## src/rtl/fc_layer_sequencer_pkg.sv

```systemverilog
// Shared types and constants for the fully-connected layer sequencer.
package fc_pkg;

  localparam int MAX_LAYERS = 8;

  localparam logic [1:0] ALULOAD_VALUES       = 2'd0;
  localparam logic [1:0] ALULOAD_BIAS_WEIGHTS = 2'd1;

  typedef enum logic [2:0] {
    ST_IDLE,
    ST_LOAD,
    ST_REQ,
    ST_WAIT,
    ST_WRITE,
    ST_FINISH,
    ST_SOFTMAX,
    ST_DONE
  } fc_state_e;

  // Bus code that selects the DMA stream: all ones in the low 'width' bits.
  function automatic logic [7:0] bus_sel_dma(input int width);
    logic [7:0] code;
    code = '0;
    for (int i = 0; i < 8; i++) begin
      if (i < width) code[i] = 1'b1;
    end
    return code;
  endfunction

endpackage

```

## src/rtl/fc_layer_sequencer_addr_gen.sv

```systemverilog
// Per-layer bias/weight address generator: holds base and stride (in_size+1)
// for each layer and walks the burst start address neuron by neuron.
module fc_addr_gen
  import fc_pkg::*;
#(
  parameter int MEM_ADDRESS_WIDTH   = 10,
  parameter int LAYER_ADDRESS_WIDTH = 7,
  parameter int NUM_LAYERS          = 2
) (
  input  logic                                      clk,
  input  logic                                      rst,
  input  logic                                      clk_en,
  input  logic                                      cfg_latch,
  input  logic [NUM_LAYERS*LAYER_ADDRESS_WIDTH-1:0] cfg_in_size,
  input  logic [NUM_LAYERS*MEM_ADDRESS_WIDTH-1:0]   cfg_base_addr,
  input  logic [2:0]                                layer_sel,
  input  logic                                      addr_load,
  input  logic                                      addr_adv,
  output logic [MEM_ADDRESS_WIDTH-1:0]              addr_next,
  output logic [LAYER_ADDRESS_WIDTH:0]              stride
);

  localparam int MAW = MEM_ADDRESS_WIDTH;
  localparam int LAW = LAYER_ADDRESS_WIDTH;

  logic [MAW-1:0] base_q   [MAX_LAYERS];
  logic [MAW-1:0] base_d   [MAX_LAYERS];
  logic [LAW:0]   stride_q [MAX_LAYERS];
  logic [LAW:0]   stride_d [MAX_LAYERS];
  logic [MAW-1:0] addr_q;
  logic [MAW-1:0] addr_d;

  always_comb begin
    base_d   = base_q;
    stride_d = stride_q;
    if (cfg_latch) begin
      for (int i = 0; i < NUM_LAYERS; i++) begin
        base_d[i]   = cfg_base_addr[i*MAW +: MAW];
        stride_d[i] = (LAW+1)'(cfg_in_size[i*LAW +: LAW]) + (LAW+1)'(1);
      end
    end
  end

  // Address wraps modulo 2^MAW by plain truncation.
  always_comb begin
    addr_d = addr_q;
    if (addr_load)     addr_d = base_q[layer_sel];
    else if (addr_adv) addr_d = addr_q + MAW'(stride_q[layer_sel]);
  end

  always_ff @(posedge clk) begin
    if (!rst) begin
      addr_q <= '0;
    end else if (clk_en) begin
      addr_q <= addr_d;
    end
  end

  always_ff @(posedge clk) begin
    if (clk_en) begin
      base_q   <= base_d;
      stride_q <= stride_d;
    end
  end

  assign addr_next = addr_d;
  assign stride    = stride_q[layer_sel];

endmodule

```

## src/rtl/fc_layer_sequencer.sv

```systemverilog
// Dense-layer sequencer: per neuron issues a bias+weight DMA burst, steers bus/ALU
// and writes the neuron buffer. Define FC_SOFTMAX_EN to add the softmax stage.
module fc_layer_sequencer
  import fc_pkg::*;
#(
  parameter int MEM_ADDRESS_WIDTH   = 10,
  parameter int LAYER_ADDRESS_WIDTH = 7,
  parameter int NUM_LAYERS          = 2,
  parameter int BUS_SEL_W           = $clog2(NUM_LAYERS + 2)
) (
  input  logic                                      clk,
  input  logic                                      rst,
  input  logic                                      clk_en,
  input  logic                                      CNN_ready,
  input  logic [NUM_LAYERS*LAYER_ADDRESS_WIDTH-1:0] cfg_in_size,
  input  logic [NUM_LAYERS*LAYER_ADDRESS_WIDTH-1:0] cfg_out_size,
  input  logic [NUM_LAYERS*MEM_ADDRESS_WIDTH-1:0]   cfg_base_addr,
  output logic                                      DMA_read,
  output logic [MEM_ADDRESS_WIDTH-1:0]              DMA_address,
  output logic [LAYER_ADDRESS_WIDTH:0]              DMA_count,
  input  logic                                      DMA_ready,
  output logic                                      ALU_clear,
  output logic                                      ALU_en,
  output logic [1:0]                                ALU_load,
  output logic [BUS_SEL_W-1:0]                      Bus_datasrc,
  output logic                                      Neuron_wr,
  output logic [2:0]                                Neuron_layer,
  output logic [LAYER_ADDRESS_WIDTH-1:0]            Neuron_address,
`ifdef FC_SOFTMAX_EN
  output logic                                      softmax_start,
  input  logic                                      softmax_done,
`endif
  output logic                                      done
);

  localparam int MAW = MEM_ADDRESS_WIDTH;
  localparam int LAW = LAYER_ADDRESS_WIDTH;
  localparam logic [BUS_SEL_W-1:0] BUS_DMA    = BUS_SEL_W'(bus_sel_dma(BUS_SEL_W));
  localparam logic [BUS_SEL_W-1:0] BUS_FINAL  = BUS_SEL_W'(NUM_LAYERS);
  localparam logic [2:0]           LAST_LAYER = 3'(NUM_LAYERS - 1);

  fc_state_e state_q, state_d;
  logic [2:0]           l_q, l_d;
  logic [LAW-1:0]       n_q, n_d;
  logic [LAW-1:0]       out_size_q [MAX_LAYERS];
  logic [LAW-1:0]       out_size_d [MAX_LAYERS];

  logic                 dma_read_q, dma_read_d;
  logic [MAW-1:0]       dma_address_q, dma_address_d;
  logic [LAW:0]         dma_count_q, dma_count_d;
  logic                 alu_clear_q, alu_clear_d;
  logic                 alu_en_q, alu_en_d;
  logic [1:0]           alu_load_q, alu_load_d;
  logic [BUS_SEL_W-1:0] bus_sel_q, bus_sel_d;
  logic                 neuron_wr_q, neuron_wr_d;
  logic [2:0]           neuron_layer_q, neuron_layer_d;
  logic [LAW-1:0]       neuron_address_q, neuron_address_d;
  logic                 done_q, done_d;
`ifdef FC_SOFTMAX_EN
  logic                 softmax_start_q, softmax_start_d;
`endif

  logic           cfg_latch, addr_load, addr_adv;
  logic [MAW-1:0] addr_next;
  logic [LAW:0]   stride;
  logic [LAW-1:0] cur_out_size;
  logic           last_neuron, last_layer;

  fc_addr_gen #(
    .MEM_ADDRESS_WIDTH  (MEM_ADDRESS_WIDTH),
    .LAYER_ADDRESS_WIDTH(LAYER_ADDRESS_WIDTH),
    .NUM_LAYERS         (NUM_LAYERS)
  ) u_addr_gen (
    .clk          (clk),
    .rst          (rst),
    .clk_en       (clk_en),
    .cfg_latch    (cfg_latch),
    .cfg_in_size  (cfg_in_size),
    .cfg_base_addr(cfg_base_addr),
    .layer_sel    (l_q),
    .addr_load    (addr_load),
    .addr_adv     (addr_adv),
    .addr_next    (addr_next),
    .stride       (stride)
  );

  assign cur_out_size = out_size_q[l_q];
  assign last_neuron  = ((LAW+1)'(n_q) + (LAW+1)'(1)) == (LAW+1)'(cur_out_size);
  assign last_layer   = (l_q == LAST_LAYER);

  // Layer sizes are captured once per run so cfg edits mid-run are invisible.
  always_comb begin
    out_size_d = out_size_q;
    if (state_q == ST_IDLE && CNN_ready) begin
      for (int i = 0; i < NUM_LAYERS; i++) out_size_d[i] = cfg_out_size[i*LAW +: LAW];
    end
  end

  always_comb begin
    state_d          = state_q;
    l_d              = l_q;
    n_d              = n_q;
    dma_read_d       = 1'b0;
    alu_clear_d      = 1'b0;
    alu_en_d         = 1'b0;
    neuron_wr_d      = 1'b0;
    dma_address_d    = dma_address_q;
    dma_count_d      = dma_count_q;
    alu_load_d       = alu_load_q;
    bus_sel_d        = bus_sel_q;
    neuron_layer_d   = neuron_layer_q;
    neuron_address_d = neuron_address_q;
    done_d           = done_q;
`ifdef FC_SOFTMAX_EN
    softmax_start_d  = 1'b0;
`endif
    cfg_latch        = 1'b0;
    addr_load        = 1'b0;
    addr_adv         = 1'b0;
    case (state_q)
      ST_IDLE: begin
        if (CNN_ready) begin
          cfg_latch   = 1'b1;
          l_d         = '0;
          n_d         = '0;
          alu_clear_d = 1'b1;
          alu_load_d  = ALULOAD_VALUES;
          bus_sel_d   = '0;
          state_d     = ST_LOAD;
        end
      end
      ST_LOAD: begin
        if (cur_out_size == '0) begin
          if (last_layer) begin
            state_d = ST_FINISH;
          end else begin
            l_d         = l_q + 3'd1;
            bus_sel_d   = BUS_SEL_W'(l_q + 3'd1);
            alu_clear_d = 1'b1;
          end
        end else begin
          addr_load     = 1'b1;
          dma_read_d    = 1'b1;
          dma_address_d = addr_next;
          dma_count_d   = stride;
          bus_sel_d     = BUS_DMA;
          alu_load_d    = ALULOAD_BIAS_WEIGHTS;
          state_d       = ST_REQ;
        end
      end
      ST_REQ: state_d = ST_WAIT;
      ST_WAIT: begin
        if (DMA_ready) begin
          alu_en_d         = 1'b1;
          neuron_wr_d      = 1'b1;
          neuron_layer_d   = l_q;
          neuron_address_d = n_q;
          alu_clear_d      = !last_neuron;
          state_d          = ST_WRITE;
        end
      end
      ST_WRITE: begin
        if (!last_neuron) begin
          n_d           = n_q + 1'b1;
          addr_adv      = 1'b1;
          dma_read_d    = 1'b1;
          dma_address_d = addr_next;
          dma_count_d   = stride;
          state_d       = ST_REQ;
        end else if (!last_layer) begin
          l_d         = l_q + 3'd1;
          n_d         = '0;
          alu_clear_d = 1'b1;
          alu_load_d  = ALULOAD_VALUES;
          bus_sel_d   = BUS_SEL_W'(l_q + 3'd1);
          state_d     = ST_LOAD;
        end else begin
          state_d = ST_FINISH;
        end
      end
      ST_FINISH: begin
        bus_sel_d = BUS_FINAL;
`ifdef FC_SOFTMAX_EN
        softmax_start_d = 1'b1;
        state_d         = ST_SOFTMAX;
`else
        done_d  = 1'b1;
        state_d = ST_DONE;
`endif
      end
      ST_SOFTMAX: begin
`ifdef FC_SOFTMAX_EN
        if (softmax_done) begin
          done_d  = 1'b1;
          state_d = ST_DONE;
        end
`else
        state_d = ST_IDLE;
`endif
      end
      ST_DONE: begin
        if (!CNN_ready) begin
          done_d           = 1'b0;
          dma_address_d    = '0;
          dma_count_d      = '0;
          alu_load_d       = '0;
          bus_sel_d        = '0;
          neuron_layer_d   = '0;
          neuron_address_d = '0;
          state_d          = ST_IDLE;
        end
      end
      default: state_d = ST_IDLE;
    endcase
  end

  always_ff @(posedge clk) begin
    if (!rst) begin
      state_q          <= ST_IDLE;
      l_q              <= '0;
      n_q              <= '0;
      dma_read_q       <= 1'b0;
      dma_address_q    <= '0;
      dma_count_q      <= '0;
      alu_clear_q      <= 1'b0;
      alu_en_q         <= 1'b0;
      alu_load_q       <= '0;
      bus_sel_q        <= '0;
      neuron_wr_q      <= 1'b0;
      neuron_layer_q   <= '0;
      neuron_address_q <= '0;
      done_q           <= 1'b0;
`ifdef FC_SOFTMAX_EN
      softmax_start_q  <= 1'b0;
`endif
    end else if (clk_en) begin
      state_q          <= state_d;
      l_q              <= l_d;
      n_q              <= n_d;
      dma_read_q       <= dma_read_d;
      dma_address_q    <= dma_address_d;
      dma_count_q      <= dma_count_d;
      alu_clear_q      <= alu_clear_d;
      alu_en_q         <= alu_en_d;
      alu_load_q       <= alu_load_d;
      bus_sel_q        <= bus_sel_d;
      neuron_wr_q      <= neuron_wr_d;
      neuron_layer_q   <= neuron_layer_d;
      neuron_address_q <= neuron_address_d;
      done_q           <= done_d;
`ifdef FC_SOFTMAX_EN
      softmax_start_q  <= softmax_start_d;
`endif
    end
  end

  always_ff @(posedge clk) begin
    if (clk_en) out_size_q <= out_size_d;
  end

  assign DMA_read       = dma_read_q;
  assign DMA_address    = dma_address_q;
  assign DMA_count      = dma_count_q;
  assign ALU_clear      = alu_clear_q;
  assign ALU_en         = alu_en_q;
  assign ALU_load       = alu_load_q;
  assign Bus_datasrc    = bus_sel_q;
  assign Neuron_wr      = neuron_wr_q;
  assign Neuron_layer   = neuron_layer_q;
  assign Neuron_address = neuron_address_q;
  assign done           = done_q;
`ifdef FC_SOFTMAX_EN
  assign softmax_start  = softmax_start_q;
`endif

endmodule

```

## config.mk

```make
export PLATFORM = sky130hd
export DESIGN_NAME = fc_layer_sequencer
export DESIGN_NICKNAME = d
export VERILOG_FILES = /design/src/rtl/fc_layer_sequencer_pkg.sv /design/src/rtl/fc_layer_sequencer_addr_gen.sv /design/src/rtl/fc_layer_sequencer.sv
export SDC_FILE = /design/constraint.sdc
export NUM_CORES = 1
export LEC_CHECK = 0
export CAP_MARGIN = 20
export CORE_MARGIN = 5
export CORE_UTILIZATION = 28
export DETAILED_ROUTE_END_ITERATION = 7
export HOLD_SLACK_MARGIN = 0.03
export PLACE_DENSITY = 0.57
export SLEW_MARGIN = 20
export SYNTH_ARGS = -nofsm -noshare
export SYNTH_HDL_FRONTEND = slang
export SYNTH_SLANG_ARGS = --single-unit
export TNS_END_PERCENT = 10
```

## constraint.sdc

```tcl
create_clock -name clk -period 2.9 [get_ports clk]
set_input_delay 0.435 -clock clk [delete_from_list [all_inputs] [get_ports clk]]
set_output_delay 0.435 -clock clk [all_outputs]
set_load 0.05 [all_outputs]
```

==> results of run 1 <==
## per-stage QoR
stage / cells / total power [W]
2_1_floorplan: 519 / 0.00209
3_3_place_gp: 832 / 0.00229
3_5_place_dp: 832 / 0.00230
4_1_cts: 848 / 0.00362
5_1_grt: 848 / 0.00375
6_report: 848 / 0.00358
## cell families after synthesis
group                      Yosys count  synth area share [%]
other                                1                0.0705
adders and majority gates           14                  3.44
buffers and inverters               40                  3.88
AOI/OAI and AO/OA                  119                  15.2
and+or+nand+nor                    182                  17.2
xor gates and xnor gates            29                  5.32
DFF                                108                  50.1
muxes                               26                  4.90
## final timing paths
kind                           to  slack [ns]  cells past startpoint
hold / removal    Neuron_layer[2]        0.46                      2
hold reg to reg   Neuron_layer[2]        0.46                      2
setup reg to reg   DMA_address[8]        0.14                     12
setup / recovery   DMA_address[8]        0.14                     12
## metal layers
metal	track usage (%)	vias up	share of wire [%]	routed length, microns
met2	20.1	152	45	6270
met1	17.5	1980	46	6350
met3	3.13	24	6.8	949
met5	0	-	0	0
li1	-	2088	-	-
met4	5.17	0	2.7	370
## area by class of cell
class	instances	area, sq um
inverter	8	30.0
sequential	108	2660
multi-input combinational	371	2480
clock inverter	6	87.6
fill	1853	11900
clock buffer	10	229
tap	234	293
timing repair buffer	111	1070
## worst max-delay path, stage by stage (launching register included)
cell	delay, ns
dfxtp_1	0.41
or2_4	0.20
nor2_1	0.08
ha_1	0.21
fa_1	0.40
a21o_1	0.21
a211oi_1	0.24
nor2_1	0.10
o41ai_2	0.23
a211oi_1	0.10
xnor2_1	0.15
a211o_1	0.30
nand2_1	0.06
## cell usage in the layout (no fill, tap or decap), types with 7 or more instances in the layout
cell              n
o21ai_0          28
and3_1           12
clkdlybuf4s50_1  88
nand3_1          45
mux2i_1          26
dfxtp_1          57
xor2_1           11
xnor2_1          15
a21boi_0         11
nor2_1           42
buf_4            22
a221oi_1          7
clkbuf_16         9
a21oi_1          28
edfxtp_1         50
nand2_1          37
ha_1             13
## power by group through the flow
stage,Sequential [W],Clock (W),Combinational [W]
after floorplan,0.00177,0,0.000324
after global placement,0.00174,0,0.000552
after detailed placement,0.00174,0,0.000563
after CTS,0.00170,0.00135,0.000566
after global routing,0.00171,0.00142,0.000624
final,0.00170,0.00131,0.000567
## sequential cells by signal (all words and copies together) (netlist names)
signal               cells
ALU_clear                1
ALU_load                 1
Bus_datasrc              2
DMA_address             10
DMA_count                8
DMA_read                 1
Neuron_address           7
Neuron_layer             3
Neuron_wr                1
done                     1
l_q                      3
n_q                      7
out_size_q              14
state_q                  3
u_addr_gen.addr_q       10
u_addr_gen.base_q       20
u_addr_gen.stride_q     16
## what timing repair did
action / CTS / global route
endpoints found under the setup margin: 0 / 15
resized for setup: 0 / 5
hold buffers: 0 / 0
==> impl_results.md, run 1 <==
* Status: finished clean
* Worst setup margin at around 0.14 ns
* Starting DRT DRC Count at 342
* Worst-path fanout max at 7
* Slew headroom at 46.5%
* H-tree depth at 3
* Post-DP Area at 0.00650 sq mm
* Ports at 90
* Gr ovfl total at 0
* Chip Width at roughly 150 microns
* Clock slew at reported path FFs at 0.08 ns
* Layout cell share with drive strength beyond 1 at 9.61%
* Power Dens Cells at 523 mW/mm^2
* RSZ-0062 raised after global routing: no
* Pre-CTS setup slack at 0.0850 ns
* Critical path origin: l_q[1]
* Antenna Violating Nets Remaining at 0
* Synth-to-layout area growth at 28.8%
* Fin crit share at 95.1%
* CTS Root Cell: clkbuf_16
* Die height at 148 microns
* Setup crit start kind: flip-flop
* Leakage power total at between 2 and 2.5 nW
* Hold Crit Class: reg -> reg
* Cell with the most instances after synthesis: dfxtp_1
* Final clock skew at approximately 0.012 ns
* Post-synthesis sequential area ratio at 50.1%
* Net count, final at about 680
* Top cells by area, synth: edfxtp_1 28%, dfxtp_1 22%, mux2i_1 4.9%, nand3_1 4.2%, ha_1 3.1%
* Setup-failing EPs final at 0
* Top-area cell type share of the netlist area at 28.2%
* Psw at 0.000909 W
* EDFF count, synth at 50
* DP HPWL at roughly 11,000 microns
* Clk buf depth at 2
* Vias/cell at 5.00
* Peak supply drop at 0.305 mV
* FF+latch count, synth at around 110
* Post-CTS Setup Repair Bufs at 0
* Drt wl/cell at between 15 and 20 microns
* Clk_lat worst skew at 0.35 ns
* CTS sink count at 108
* Max Cap Viol at 0
* Fin. max-slew vios at 0
* Part of the power in registers at about 48%
* Hold slack at 0.457 ns
* Synth Area per Inst at 10.2 sq um
* CTS tree: built
* Final WL at 13,900 microns
* Core area at 0.0187 sq mm
* Sw Ratio at about a quarter
* CP endpoint kind: flip-flop
* Pint at 0.00267 W
* Critical path class: reg -> reg
* Largest net degree at the start of global routing at 51
* Most frequent cells after synthesis: 58 x dfxtp_1, 50 x edfxtp_1, 45 x nand3_1
* Synth Cell Area at 0.00532 sq mm
* Total CTS buffers at 9
* Final hold violations at 0
* Top_reg_cell synth: dfxtp_1
* F_max at 363 MHz
* Sum Neg Setup Slack at 0 ns
* Comb pwr share at ~16%
* Site Rows at 50
* Hold wc startpoint: Neuron_layer[2]
* Drt first pass iters at 6
* Fin util at 36.6%
* Post-synth ARST share at 0%
* Global-route wire length before repair at 22,700 microns
* Total track usage at roughly an eighth
* Worst-Margin Slew at around 0.8 ns
* Die Area at 0.0218 sq mm
* Cell area after layout at 0.00685 sq mm
* # diodes at 0
* Min cycle time layout at 2.76 ns
* Synth area leader: edfxtp_1
* Crit path required time at approximately 3.2 ns
* Vias in the first global route at ~4,300
* R2R Path Start: l_q[1]
* Drt drc at 0
* Starting Density at 28.4%
* Initial antenna violation count at 0
* Count of different cell masters after synthesis at 71
* Synth warn at 0
* GP Congestion at about 0.92
* Post-synthesis cell count at 519
* Routed via count at between 4,000 and 5,000
* IO buf count at 88
* Post-Syn Nets at 586
* Clk pwr share at a little over a third
* Arrival time at the worst endpoint at 3.05 ns
Power figures use the tool's default switching activity.
==> run 2, diff against run 1 <==
--- a/config.mk
+++ b/config.mk
@@ -6,11 +6,13 @@
 export NUM_CORES = 1
 export LEC_CHECK = 0
 export CAP_MARGIN = 20
+export CELL_PAD_IN_SITES_DETAIL_PLACEMENT = 0
+export CELL_PAD_IN_SITES_GLOBAL_PLACEMENT = 2
 export CORE_MARGIN = 5
-export CORE_UTILIZATION = 28
+export CORE_UTILIZATION = 30
 export DETAILED_ROUTE_END_ITERATION = 7
 export HOLD_SLACK_MARGIN = 0.03
-export PLACE_DENSITY = 0.57
+export PLACE_DENSITY = 0.83
 export SLEW_MARGIN = 20
 export SYNTH_ARGS = -nofsm -noshare
 export SYNTH_HDL_FRONTEND = slang
==> run 2 against run 1 <==
Register-to-register slack gained 0.02 ns; worst setup slack improved by 0.025 ns; combinational power increased by 6.2%; total power up 0.95%; first-iteration DRC count down 22%; final area is 0.80% higher; non-clock buffer count rose by 9; sequential share of layout area fell by 0.29 points; largest power group unchanged.
==> impl_results.md, run 2 (synthesis results as in run 1) <==
* Status: finished clean
* Starting Density at 30.6% (+2.2 points)
* Psw at 0.000934 W (+2.7%)
* CTS tree: built
* Clk buf depth at 2 (unchanged)
* Net count, final at 685 (+1.3%)
* Synth-to-layout area growth at 29.8%
* Hold Crit Class: reg -> reg
* Part of the power in registers at 46.9% (-0.7 points)
* Vias in the first global route at 4,290 (-0.51%)
* Final clock skew at 0.0168 ns (+0.00466 ns)
* Min-Delay Path Depth at 2 (unchanged)
* Hold slack at 0.463 ns (+0.00595 ns)
* Die Area at 0.0205 sq mm (-6.2%)
* Total CTS buffers at 9 (unchanged)
* Clk pwr share at 36.4% (-0.2 points)
* Most flop-heavy register: u_addr_gen.base_q
* Crit path largest cell delay at 0.55 ns (+0.14 ns)
* Slew headroom at 44.9% (-1.6 points)
* DP HPWL at 10,600 microns (+0.36%)
* Global-route wire length before repair at 22,500 microns (-1.1%)
* Hold-fix buffers, CTS at 0 (unchanged)
* Worst R2R Path Depth at 10 (-2)
* Max Cap Viol at 0 (unchanged)
* Pre-CTS setup slack at 0.0509 ns (-0.0341 ns)
* Pint at 0.00268 W (+0.34%)
* Largest registers: u_addr_gen.base_q: 20 flops, u_addr_gen.stride_q: 16 flops, out_size_q: 14 flops
* Critical path class: reg -> reg
* Final std cells w/o fill at 848 (unchanged)
* Vias/cell at 5.02 (+0.21%)
* Setup crit start kind: flip-flop
* Chip Width at 143 microns (-3.2%)
* Core area at 0.0174 sq mm (-7.2%)
* Slowest CP cell: or4_4
* Drt wl/cell at 16.6 microns (+0.83%)
* Clk_lat worst skew at 0.36 ns (about the same)
* Sw Ratio at 25.8% (+0.45 points)
* IO buf count at 88 (unchanged)
* RSZ-0062 raised after global routing: no
* Starting DRT DRC Count at 267 (-22%)
* Commonest non-fill, non-tap cell in the layout: clkdlybuf4s50_1
* Hold worst-path end: Neuron_layer[0]
* CTS sink count at 108 (unchanged)
* Final hold violations at 0 (unchanged)
* # diodes at 0 (unchanged)
* Setup-failing EPs final at 0 (unchanged)
* CP endpoint kind: flip-flop
* Site Rows at 48 (-4.0%)
* Min cycle time layout at 2.73 ns (-0.0246 ns)
* Crit path required time at 3.14 ns (-0.05 ns)
* Comb pwr share at 16.6% (+0.8 points)
* Drt first pass iters at 4 (-2)
* Total track usage at 14.1% (+1.1 points)
* Fin. max-slew vios at 0 (unchanged)
* Clock slew at reported path FFs at 0.08 ns (about the same)
* Fin crit share at 94.2% (-0.85 points)
* CTS Root Cell: clkbuf_16
* Worst-path fanout max at 14 (+7)
* Peak supply drop at 0.305 mV (+0.13%)
* Top cell by count, worst path: buf_4
* Layout cell share with drive strength beyond 1 at 11.4% (+1.8 points)
* Largest register FFs at 20 (unchanged)
* Worst-path cell chain: or2_4, buf_4, or3_1, a22oi_2, and4_1, a21oi_2, buf_4, or4_4, nand3_1, o31ai_2
* Leakage power total at 2.47 nW (+1.9%)
* Hold wc startpoint: Neuron_layer[0]
* Initial antenna violation count at 0 (unchanged)
* R2R Path Start: l_q[1]
* GP Congestion at 0.836 (-9.3%)
* Routed via count at 4,253 (+0.21%)
* Tot Pwr at 0.00362 W (+0.95%)
* Antenna Violating Nets Remaining at 0 (unchanged)
* Die height at 143 microns (-3.2%)
* Ports at 90 (unchanged)
* H-tree depth at 3 (unchanged)
* Arrival time at the worst endpoint at 2.98 ns (-0.07 ns)
* Placed cells at 830 (-0.24%)
* Final WL at 14,000 microns (+0.83%)
* R2r setup slk at 0.17 ns (+0.02 ns)
* Drt drc at 0 (unchanged)
* Power Dens Cells at 524 mW/mm^2 (+0.14%)
* Worst setup margin at 0.168 ns (+0.0246 ns)
* Largest net degree at the start of global routing at 51 (unchanged)
* R2R Path End: ALU_load[0]
* Gr ovfl total at 0 (unchanged)
* Most frequent cells in the layout: 88 x clkdlybuf4s50_1, 56 x dfxtp_1, 50 x edfxtp_1, 45 x nand3_1, 41 x nor2_1
* Sum Neg Setup Slack at 0 ns (unchanged)
* F_max at 366 MHz (+0.90%)
* Worst-Margin Slew at 0.823 ns (+0.0237 ns)
-- run 2: changes by cell type in the layout (fill, tap and decap cells not counted), sizes merged --
cell	before	now
buf	23	32
clkbuf	10	11
inv	8	7
-- run 2: per-layer routing --
| metal | wire length, microns | up-vias | GRT usage (%) |
|---|---|---|---|
| met5 | 0 | - | 0 |
| met4 | 275 | 0 | 5.05 |
| met3 | 816 | 17 | 3.15 |
| met2 | 6230 | 131 | 21.6 |
| met1 | 6730 | 2000 | 19.6 |
| li1 | - | 2105 | - |
-- run 2: how the worst max path moves through the flow --
stage,from,end,slack [ns],depth (start not counted)
after floorplan,l_q[0],DMA_address[8],0.003,14
after global placement,l_q[1],DMA_address[8],0.16,12
after detailed placement,l_q[1],u_addr_gen.addr_q[9],0.05,10
after CTS,l_q[1],u_addr_gen.addr_q[9],0.02,10
after global routing,l_q[0],DMA_address[8],0.003,12
final,l_q[1],ALU_load[0],0.17,10
-- run 2: layout make-up --
class / instances / area [sq um]
Multi-Input combinational cell: 371 / 2480
Timing Repair Buffer: 120 / 1130
Sequential cell: 108 / 2670
Clock inverter: 5 / 76.3
Inverter: 8 / 30.0
Fill cell: 1681 / 10500
Clock buffer: 11 / 233
Tap cell: 225 / 282
-- run 2: metrics by stage --
step                util (%)  instance area [sq um]
floorplan                  -                   5320
global placement        37.7                   6540
detailed placement      37.7                   6540
CTS                     39.5                   6850
global route            39.8                   6900
finish                  39.8                   6900
-- run 2: power by group through the flow --
stage	Sequential, W	Combinational [W]	Clock [W]
5_1_grt	0.00170	0.000658	0.00140
6_report	0.00170	0.000602	0.00132
3_5_place_dp	0.00173	0.000594	0
3_3_place_gp	0.00173	0.000581	0
2_1_floorplan	0.00177	0.000324	0
4_1_cts	0.00170	0.000596	0.00135
-- run 2: timing repair --
| action | CTS | global route |
|---|---|---|
| resized for setup | 0 | 8 |
| endpoints found under the setup margin | 0 | 15 |
| setup buffers | 0 | 2 |
-- run 2: critical path, delay by kind of cell (launching register included) --
family                 cells  cell delay [ns]
and+or+nand+nor            5             1.56
buffers and inverters      2             0.37
AOI/OAI and AO/OA          3             0.32
DFF                        1             0.35
==> run 3, diff against run 2 <==
--- a/config.mk
+++ b/config.mk
@@ -9,10 +9,10 @@
 export CELL_PAD_IN_SITES_DETAIL_PLACEMENT = 0
 export CELL_PAD_IN_SITES_GLOBAL_PLACEMENT = 2
 export CORE_MARGIN = 5
-export CORE_UTILIZATION = 30
+export CORE_UTILIZATION = 34
 export DETAILED_ROUTE_END_ITERATION = 7
 export HOLD_SLACK_MARGIN = 0.03
-export PLACE_DENSITY = 0.83
+export PLACE_DENSITY = 0.88
 export SLEW_MARGIN = 20
 export SYNTH_ARGS = -nofsm -noshare
 export SYNTH_HDL_FRONTEND = slang
==> constraint.sdc (replaced) <==
create_clock -name clk -period 3 [get_ports clk]
set_input_delay 0.45 -clock clk [delete_from_list [all_inputs] [get_ports clk]]
set_output_delay 0.45 -clock clk [all_outputs]
set_load 0.05 [all_outputs]
==> run 3 against run 2 <==
Global-route usage rose by 0.85 points; sequential share of layout area rose by 0.87 points; clock-buffer cell count shrank 2; via count is 0.12% lower; flip-flop and latch count unchanged; die area is 11% lower.
==> impl_results.md, run 3 (synthesis results as in run 1) <==
* Fin. max-slew vios at 0 (unchanged)
* CP endpoint kind: flip-flop
* Die Area at 0.0182 sq mm (-11%)
* H-tree depth at 3 (unchanged)
* CTS sink count at 108 (unchanged)
* Power Dens Cells at 488 mW/mm^2 (-6.8%)
* R2R Path Start: l_q[1]
* Vias/cell at 5.15 (+2.7%)
* Min cycle time layout at 2.83 ns (+0.0987 ns)
* Leakage power total at 2.39 nW (-3.5%)
* Worst-path cell chain: or2_4, nor2_1, ha_1, fa_1, a21o_1, a211oi_1, nor2_1, o41ai_1, a211oi_1, xnor2_1, a211o_1, nand2_1
* Final WL at 13,400 microns (-4.4%)
* Largest registers: u_addr_gen.base_q: 20 flops, u_addr_gen.stride_q: 16 flops, out_size_q: 14 flops
* F_max at 353 MHz (-3.5%)
* Slowest CP cell: fa_1
* Clk_lat worst skew at 0.36 ns (about the same)
* Starting Density at 34.8% (+4.2 points)
* Most flop-heavy register: u_addr_gen.base_q
* Net count, final at 676 (-1.3%)
* Crit path required time at 3.30 ns (+0.16 ns)
* Site Rows at 45 (-6.3%)
* Die height at 135 microns (-5.6%)
* Hold slack at 0.458 ns (-0.00418 ns)
* Worst-path fanout max at 11 (-3)
* Final hold violations at 0 (unchanged)
* Commonest non-fill, non-tap cell in the layout: clkdlybuf4s50_1
* Antenna Violating Nets Remaining at 0 (unchanged)
* Ports at 90 (unchanged)
* Worst setup margin at 0.169 ns (+0.00135 ns)
* R2R Path End: DMA_address[8]
* RSZ-0062 raised after global routing: yes
* Pre-CTS setup slack at 0.100 ns (+0.0494 ns)
* Layout cell share with drive strength beyond 1 at 9.61% (-1.8 points)
* # diodes at 0 (unchanged)
* Gr ovfl total at 0 (unchanged)
* Core area at 0.0153 sq mm (-12%)
* GP Congestion at 0.895 (+7.0%)
* Initial antenna violation count at 0 (unchanged)
* Critical path origin: l_q[1]
* Fin crit share at 94.4% (+0.15 points)
* Peak supply drop at 0.296 mV (-3.0%)
* Largest register FFs at 20 (unchanged)
* Arrival time at the worst endpoint at 3.13 ns (+0.15 ns)
* CTS tree: built
* Drt wl/cell at 16.3 microns (-1.8%)
* Largest net degree at the start of global routing at 51 (unchanged)
* Drt drc at 0 (unchanged)
* IO buf count at 88 (unchanged)
* Synth-to-layout area growth at 26.9%
* R2r setup slk at 0.17 ns (about the same)
* Setup-failing EPs final at 0 (unchanged)
* Worst-Margin Slew at 0.745 ns (-0.0782 ns)
* Crit path largest cell delay at 0.40 ns (-0.15 ns)
* Drt first pass iters at 4 (unchanged)
* Clock slew at reported path FFs at 0.08 ns (about the same)
* Vias in the first global route at 4,194 (-2.2%)
* Most frequent cells in the layout: 88 x clkdlybuf4s50_1, 56 x dfxtp_1, 50 x edfxtp_1, 45 x nand3_1, 42 x nor2_1
* Total CTS buffers at 9 (unchanged)
* Hold Crit Class: reg -> reg
* Global-route wire length before repair at 21,600 microns (-4.2%)
* Chip Width at 135 microns (-5.6%)
* CTS Root Cell: clkbuf_16
* Final clock skew at 0.0148 ns (-0.00194 ns)
* Status: finished clean
* Slew headroom at 50.1% (+5.2 points)
* Clk buf depth at 2 (unchanged)
* Max Cap Viol at 0 (unchanged)
* Routed via count at 4,248 (-0.12%)
* Fillers at 1,469 (-13%)
* DP HPWL at 9950 microns (-6.1%)
* Setup crit start kind: flip-flop
* CP Capture Point: DMA_address[8]
* Total track usage at 15.0% (+0.85 points)
* Critical path class: reg -> reg
* Worst R2R Path Depth at 12 (+2)
* Starting DRT DRC Count at 277 (+3.7%)
==> run 3: worst max-delay path, delay by kind of cell (launching register included) <==
kind                     cells  cell delay [ns]
flip-flops                   1             0.39
XOR/XNOR                     1             0.15
adder cells (fa/ha/maj)      2             0.61
AND/OR/NAND/NOR              4             0.45
AO/OA/AOI/OAI                5             1.15
==> run 3: area by class of cell <==
class,instances,area (sq um),share of cell area [%]
sequential,108,2670,39.5
clock buffer,9,225,3.34
inverter,8,30.0,0.445
tap,211,264,3.91
clock inverter,7,43.8,0.649
timing repair buffer,110,1060,15.7
multi-input combinational,372,2460,36.5
==> run 3: what timing repair did <==
item	in CTS	in global routing
endpoints found under the setup margin	0	6
gates resized for setup	0	3
setup buffers	0	0
hold buffers	0	0
==> run 3: report_power, final <==
part | switching, W | leakage, nW | internal (W) | total (W)
Clock | 0.000542 | 0.119 | 0.000557 | 0.00110
Combinational | 0.000312 | 1.33 | 0.000244 | 0.000555
Sequential | 0.0000330 | 0.937 | 0.00161 | 0.00164
==> run 3: stage by stage <==
step	instances	instance area [sq um]	TNS, ns	total power [W]	utilization [%]
after global placement	808	6460	0	0.00222	42.4
after global routing	825	6750	-0.0137	0.00344	44.2
after CTS	824	6730	0	0.00333	44.1
after detailed placement	808	6460	0	0.00223	42.4
after floorplan	519	5320	0	0.00202	-
final	825	6750	0	0.00330	44.2
==> run 3: worst min path at each step <==
stage / cells past startpoint / startpoint / to / slack, ns
6_report: 2 / Neuron_address[6] / Neuron_address[6] / 0.46
5_1_grt: 2 / DMA_address[8] / DMA_address[8] / 0.50
4_1_cts: 2 / DMA_address[8] / DMA_address[8] / 0.46
3_5_place_dp: 2 / DMA_address[8] / DMA_address[8] / 0.45
3_3_place_gp: 2 / Neuron_layer[2] / Neuron_layer[2] / 0.45
2_1_floorplan: 2 / u_addr_gen.addr_q[8] / u_addr_gen.addr_q[8] / 0.48
==> run 3: per-layer routing <==
| layer | GRT usage [%] | part of all wire, % |
|---|---|---|
| met4 | 6.94 | 2.7 |
| met5 | 0 | 0 |
| met3 | 2.91 | 4.9 |
| met1 | 21.1 | 49 |
| met2 | 22.1 | 44 |
